==> config.mk <==
export PLATFORM = sky130hd
export DESIGN_NAME = ocl_tile_config_regs
export DESIGN_NICKNAME = d
export VERILOG_FILES = /design/src/rtl/ocl_tile_config_regs.sv
export SDC_FILE = /design/constraint.sdc
export NUM_CORES = 1
export LEC_CHECK = 0
export ABC_AREA = 1
export BUFFER_PORTS_ARGS = -buffer_cell sky130_fd_sc_hd__buf_2
export CAP_MARGIN = 10
export CORE_ASPECT_RATIO = 1.4
export CORE_MARGIN = 8
export CORE_UTILIZATION = 45
export CTS_BUF_LIST = sky130_fd_sc_hd__clkbuf_2
export CTS_CLUSTER_DIAMETER = 120
export DETAILED_ROUTE_END_ITERATION = 10
export GPL_ROUTABILITY_DRIVEN = 0
export PLACE_DENSITY_LB_ADDON = 0.08
export SLEW_MARGIN = 20
export SYNTH_ARGS = -nofsm -noshare
export SYNTH_HDL_FRONTEND = slang
export SYNTH_SLANG_ARGS = --single-unit
==> constraint.sdc <==
create_clock -name clk -period 6.02 [get_ports clk]
set_input_delay 0.903 -clock clk [delete_from_list [all_inputs] [get_ports clk]]
set_output_delay 0.903 -clock clk [all_outputs]
set_load 0.02 [all_outputs]
==> src/rtl/ocl_tile_config_regs.sv <==
// ============================================================================
// Module  : ocl_tile_config_regs
// Brief   : AXI-Lite responder for per-tile build info and runtime config.
// Revision: 1.0 - initial release
// ============================================================================
`default_nettype none

module ocl_tile_config_regs #(
  parameter int VERSION           = 10,
  parameter int N_TILES           = 1,
  parameter int TILE_ID           = 0,
  parameter int LOG_CQ_SLICE_SIZE = 10
) (
  input  logic                         clk,
  input  logic                         rst,
  input  logic                         s_awvalid,
  output logic                         s_awready,
  input  logic [7:0]                   s_awaddr,
  input  logic                         s_wvalid,
  output logic                         s_wready,
  input  logic [31:0]                  s_wdata,
  output logic                         s_bvalid,
  input  logic                         s_bready,
  output logic [1:0]                   s_bresp,
  input  logic                         s_arvalid,
  output logic                         s_arready,
  input  logic [7:0]                   s_araddr,
  output logic                         s_rvalid,
  input  logic                         s_rready,
  output logic [31:0]                  s_rdata,
  output logic [1:0]                   s_rresp,
  output logic [LOG_CQ_SLICE_SIZE:0]   cq_size,
  output logic [15:0]                  log_mask,
  output logic                         start,
  output logic                         running
);

  localparam int          CQW        = LOG_CQ_SLICE_SIZE + 1;
  localparam logic [31:0] CQ_MAX     = 32'(1) << LOG_CQ_SLICE_SIZE;
  localparam logic [1:0]  RESP_OKAY  = 2'b00;
  localparam logic [1:0]  RESP_SLV   = 2'b10;
  localparam logic [5:0]  A_VERSION  = 6'h00;
  localparam logic [5:0]  A_ID       = 6'h01;
  localparam logic [5:0]  A_CQ       = 6'h02;
  localparam logic [5:0]  A_MASK     = 6'h03;
  localparam logic [5:0]  A_CTRL     = 6'h04;
  localparam logic [5:0]  A_CYCLES   = 6'h05;
  localparam logic [15:0] C_TILE     = 16'(TILE_ID);
  localparam logic [15:0] C_NTILES   = 16'(N_TILES);

  typedef enum logic [0:0] {W_IDLE = 1'b0, W_RESP = 1'b1} wstate_t;
  typedef enum logic [0:0] {R_IDLE = 1'b0, R_DATA = 1'b1} rstate_t;

  wstate_t            wstate_q;
  rstate_t            rstate_q;
  logic               aw_have_q, w_have_q, awready_q, wready_q, bvalid_q;
  logic [5:0]         awaddr_q;
  logic [31:0]        wdata_q;
  logic [1:0]         bresp_q, wresp_d;
  logic               arready_q, rvalid_q;
  logic [31:0]        rdata_q, rdata_d;
  logic [1:0]         rresp_q, rresp_d;
  logic [CQW-1:0]     cq_q, cq_d;
  logic [15:0]        mask_q, mask_d;
  logic               running_q, running_d, start_q, start_d;
  logic [31:0]        cycles_q, cycles_d;

  logic               w_aw_hs, w_w_hs, w_commit;
  logic [5:0]         w_waddr;
  logic [31:0]        w_wdata;
  logic               w_unused;

  assign w_aw_hs  = s_awvalid & awready_q;
  assign w_w_hs   = s_wvalid & wready_q;
  assign w_commit = (wstate_q == W_IDLE) & (aw_have_q | w_aw_hs) & (w_have_q | w_w_hs);
  // A channel captured on this very edge has not reached its holding register yet.
  assign w_waddr  = w_aw_hs ? s_awaddr[7:2] : awaddr_q;
  assign w_wdata  = w_w_hs ? s_wdata : wdata_q;
  assign w_unused = ^{s_awaddr[1:0], s_araddr[1:0]};

  always_comb begin
    cq_d      = cq_q;
    mask_d    = mask_q;
    running_d = running_q;
    start_d   = 1'b0;
    cycles_d  = running_q ? cycles_q + 32'd1 : cycles_q;
    wresp_d   = RESP_SLV;
    if (w_commit) begin
      case (w_waddr)
        A_CQ: begin
          wresp_d = RESP_OKAY;
          if (w_wdata == 32'd0)     cq_d = CQW'(1);
          else if (w_wdata > CQ_MAX) cq_d = CQ_MAX[CQW-1:0];
          else                       cq_d = w_wdata[CQW-1:0];
        end
        A_MASK: begin
          wresp_d = RESP_OKAY;
          mask_d  = w_wdata[15:0];
        end
        A_CTRL: begin
          wresp_d = RESP_OKAY;
          if (w_wdata[0]) begin
            running_d = 1'b1;
            cycles_d  = 32'd0;
            start_d   = 1'b1;
          end else if (w_wdata[1]) begin
            running_d = 1'b0;
          end
        end
        default: wresp_d = RESP_SLV;
      endcase
    end
  end

  always_comb begin
    rdata_d = 32'd0;
    rresp_d = RESP_OKAY;
    case (s_araddr[7:2])
      A_VERSION: rdata_d = 32'(VERSION);
      A_ID:      rdata_d = {C_TILE, C_NTILES};
      A_CQ:      rdata_d = 32'(cq_q);
      A_MASK:    rdata_d = {16'd0, mask_q};
      A_CTRL:    rdata_d = {31'd0, running_q};
      A_CYCLES:  rdata_d = cycles_q;
      default: begin
        rdata_d = 32'hDEADBEEF;
        rresp_d = RESP_SLV;
      end
    endcase
  end

  always_ff @(posedge clk or posedge rst) begin
    if (rst) begin
      cq_q      <= CQ_MAX[CQW-1:0];
      mask_q    <= 16'd0;
      running_q <= 1'b0;
      start_q   <= 1'b0;
      cycles_q  <= 32'd0;
    end else begin
      cq_q      <= cq_d;
      mask_q    <= mask_d;
      running_q <= running_d;
      start_q   <= start_d;
      cycles_q  <= cycles_d;
    end
  end

  always_ff @(posedge clk or posedge rst) begin
    if (rst) begin
      wstate_q  <= W_IDLE;
      aw_have_q <= 1'b0;
      w_have_q  <= 1'b0;
      awaddr_q  <= 6'd0;
      wdata_q   <= 32'd0;
      awready_q <= 1'b1;
      wready_q  <= 1'b1;
      bvalid_q  <= 1'b0;
      bresp_q   <= RESP_OKAY;
    end else begin
      case (wstate_q)
        W_IDLE: begin
          if (w_aw_hs) begin
            aw_have_q <= 1'b1;
            awaddr_q  <= s_awaddr[7:2];
            awready_q <= 1'b0;
          end
          if (w_w_hs) begin
            w_have_q <= 1'b1;
            wdata_q  <= s_wdata;
            wready_q <= 1'b0;
          end
          if (w_commit) begin
            wstate_q  <= W_RESP;
            aw_have_q <= 1'b0;
            w_have_q  <= 1'b0;
            awready_q <= 1'b0;
            wready_q  <= 1'b0;
            bvalid_q  <= 1'b1;
            bresp_q   <= wresp_d;
          end
        end
        W_RESP: begin
          if (s_bready) begin
            wstate_q  <= W_IDLE;
            bvalid_q  <= 1'b0;
            awready_q <= 1'b1;
            wready_q  <= 1'b1;
          end
        end
        default: wstate_q <= W_IDLE;
      endcase
    end
  end

  always_ff @(posedge clk or posedge rst) begin
    if (rst) begin
      rstate_q  <= R_IDLE;
      arready_q <= 1'b1;
      rvalid_q  <= 1'b0;
      rdata_q   <= 32'd0;
      rresp_q   <= RESP_OKAY;
    end else begin
      case (rstate_q)
        R_IDLE: begin
          if (s_arvalid) begin
            rstate_q  <= R_DATA;
            arready_q <= 1'b0;
            rvalid_q  <= 1'b1;
            rdata_q   <= rdata_d;
            rresp_q   <= rresp_d;
          end
        end
        R_DATA: begin
          if (s_rready) begin
            rstate_q  <= R_IDLE;
            arready_q <= 1'b1;
            rvalid_q  <= 1'b0;
          end
        end
        default: rstate_q <= R_IDLE;
      endcase
    end
  end

  assign s_awready = awready_q;
  assign s_wready  = wready_q;
  assign s_bvalid  = bvalid_q;
  assign s_bresp   = bresp_q;
  assign s_arready = arready_q;
  assign s_rvalid  = rvalid_q;
  assign s_rdata   = rdata_q;
  assign s_rresp   = rresp_q;
  assign cq_size   = cq_q;
  assign log_mask  = mask_q;
  assign start     = start_q;
  assign running   = running_q;

endmodule

`default_nettype wire

==> results.yml <==
detailed_routing:
  num_vias: 5910
  first_pass_iters: 4
  avgViaCountPerCell: 4.892
  top_layer: "met4"
  drc: 0
  drt_iter0_markers: 362
  ant_nets: 0
  m1WireLength_um: 7499
  wl_met2_um: 9432
  dr_wl_met3_um: 810
  wl_um: 18090
  post_drt_wl_per_cell_um: 14.97
setup_path:
  r2r-start: "s_wready"
  r2r-end: "cycles_q[31]"
  crit_fanout: 22
  worstPathArrival_ps: 3510
  rrSetupSlack_ps: 3120
  critPathRequiredTime_ps: 6630
  critPathKind: "reg -> reg"
  rr_worst_depth: 7
  startpoint_type: "flop"
  cp-end-kind: "flop"
die:
  io_pins: 125
  die-area_sq_um: 19870
  start_util_pct: 45.46
  core-area_sq_um: 15400
  die_x_um: 121.4
  num_rows: 54
  dieHeight_um: 163.6
timing:
  drv_slew: 0
  setup_viol: 0
  setup_tns_ps: 0
  rsz0062_at_grt: "false"
  finalCritPeriodShare_pct: 48.09
  slew_headroom_pct: 29.46
  worstMarginPinSlew_ps: 1057
  fin_crit_ps: 2895
  clock.fmax_mhz: 345.4
  fin_ws_ps: 3125
  skew_ps: 27.50
  hold_viol: 0
global_routing:
  grt_pass1_vias: 5979
  grt_overflow: 0
  gr-usage-all-layers_pct: 19.11
  grt_pass1_wl_um: 29950
  antenna_found_initial: 1
  grt_max_degree: 104
synthesis:
  synthCells: 890
  synth_seq_cells: 142
  synth_area_sq_um: 7003
  synthFlopType: "dfrtp_1"
  yosysMostFrequentCell: "nand2_1"
  seq_area_frac_synth_pct: 50.81
  synth-edff-count: 0
  synth_cell_types: 43
  yosys.area.top_type: "dfrtp_1"
  synthArstFlopShare_pct: 100.0
  synthTopCellsByArea: "dfrtp_1 49%, nand2_1 14%, nor2_1 5.9%"
  avgSynthCellArea_sq_um: 7.869
  synth_common_cells: "266 x nand2_1, 138 x dfrtp_1, 111 x nor2_1"
  ys.warnings.count: 0
  synth_top_area_share_pct: 49.31
placed_design:
  dp_hpwl_um: 13500
  dp.cells: 1175
  port_buffers: 118
  dp_slack_ps: 2273
hold_path:
  hold_depth: 2
  hold_end: "wstate_q"
  min-delay-path-class: "in -> reg"
  hold_start: "s_bready"
power:
  power.total_mw: 2.684
  vdd.ir_drop.worst_mv: 0.2240
  powerDensity_nw_per_um2: 341.4
  p_leak_nw: 4.000
clock_network:
  clkLatencyLatePin_ps: 720
  postCtsHoldBufs: 0
  cts_resized: 0
  cts_tree: "yes"
  cts-htree-levels: 4
  root_buffer: "clkbuf_2"
  path_clk_slew_ps: 190
  cts_buffer_depth: 2
  numCtsBuffers: 17
  cts_setup_buffers: 0
  clock_sinks: 142
final_layout:
  stdcell_count: 1208
  layout.nets: 1054
  layout-drive-gt1-share_pct: 18.71
  syn_to_final_growth_pct: 12.29
  post-route-util_pct: 51.05
status:
  status: "complete, no violations"
run:
  maxCapViolations: 0
==> power breakdown <==
| group | switching, mW | internal (mW) |
|---|---|---|
| clock network | 0.330 | 0.142 |
| registers | 0.193 | 1.18 |
| logic | 0.550 | 0.287 |
==> metrics by stage <==
| step | hold slack (ps) | cell area (sq um) |
|---|---|---|
| after floorplan | 442.2 | 7007 |
| after detailed placement | 458.7 | 7680 |
| after global placement | 453.4 | 7680 |
| after CTS | 299.6 | 7856 |
| after global routing | 305.7 | 7864 |
| final | 357.2 | 7864 |
==> flip-flops by register name (all words and copies together), names as in the netlist <==
register	cells
cycles_q	32
s_rdata	32
wdata_q	32
log_mask	16
cq_size	11
awaddr_q	6
aw_have_q	1
rstate_q	1
running	1
s_arready	1
s_awready	1
s_bresp	1
s_bvalid	1
s_rresp	1
s_rvalid	1
s_wready	1
start	1
w_have_q	1
wstate_q	1
==> cells by family after synthesis <==
| family | Yosys count | synth area share [%] |
|---|---|---|
| xor+xnor | 20 | 2.501 |
| simple gates | 479 | 28.39 |
| fa+ha+maj | 1 | 0.1786 |
| compound gates | 112 | 9.738 |
| buf+inv | 135 | 8.326 |
| other cells | 1 | 0.05355 |
| flops | 142 | 50.81 |
==> worst max path at each step <==
stage              from      endpoint  slack (ps)
2_1_floorplan       rst     aw_have_q        1310
3_3_place_gp   s_wvalid   wdata_q[23]        2330
3_5_place_dp   s_wvalid   wdata_q[31]        2270
4_1_cts        s_wready   wdata_q[23]        2700
5_1_grt        s_wready  cycles_q[27]        2780
6_report       s_wready  cycles_q[31]        3120
==> worst max-delay path, cell delays in order (launching register included) <==
cell     delay [ps]
dfstp_2         790
nand2_2         350
inv_1           280
o21ai_2         200
nor2_1          140
nand2_1         490
inv_2           430
nor2_1           90
==> cells in the final DEF (no fill, tap or decap), drive strengths merged, types with 11 or more instances in the layout <==
cell type | synthesis | final
nand2 | 270 | 270
dfrtp | 138 | 138
buf | 22 | 123
nor2 | 115 | 115
inv | 99 | 99
o21ai | 67 | 67
nand3 | 60 | 60
clkbuf | 13 | 20
a21oi | 17 | 17
nand4 | 12 | 12
nor3 | 12 | 12
xor2 | 11 | 11
==> cell type report <==
type                    instances  area (sq um)
multi-input cells             614          2870
repair buffers                123         628.1
clock inverters                11         76.32
inverters                     100         380.4
diodes                          2         5.005
fillers                      1603          7541
clock buffers                  20         100.1
well taps                     196         245.2
flip-flops and latches        142          3558
==> metal layers <==
| layer | GRT usage [%] | vias up |
|---|---|---|
| li1 | - | 3042 |
| met4 | 6.303 | 0 |
| met1 | 22.18 | 2724 |
| met5 | 0 | - |
| met2 | 33.60 | 115 |
| met3 | 4.600 | 29 |
No activity file was read; power rests on OpenSTA's default activity.
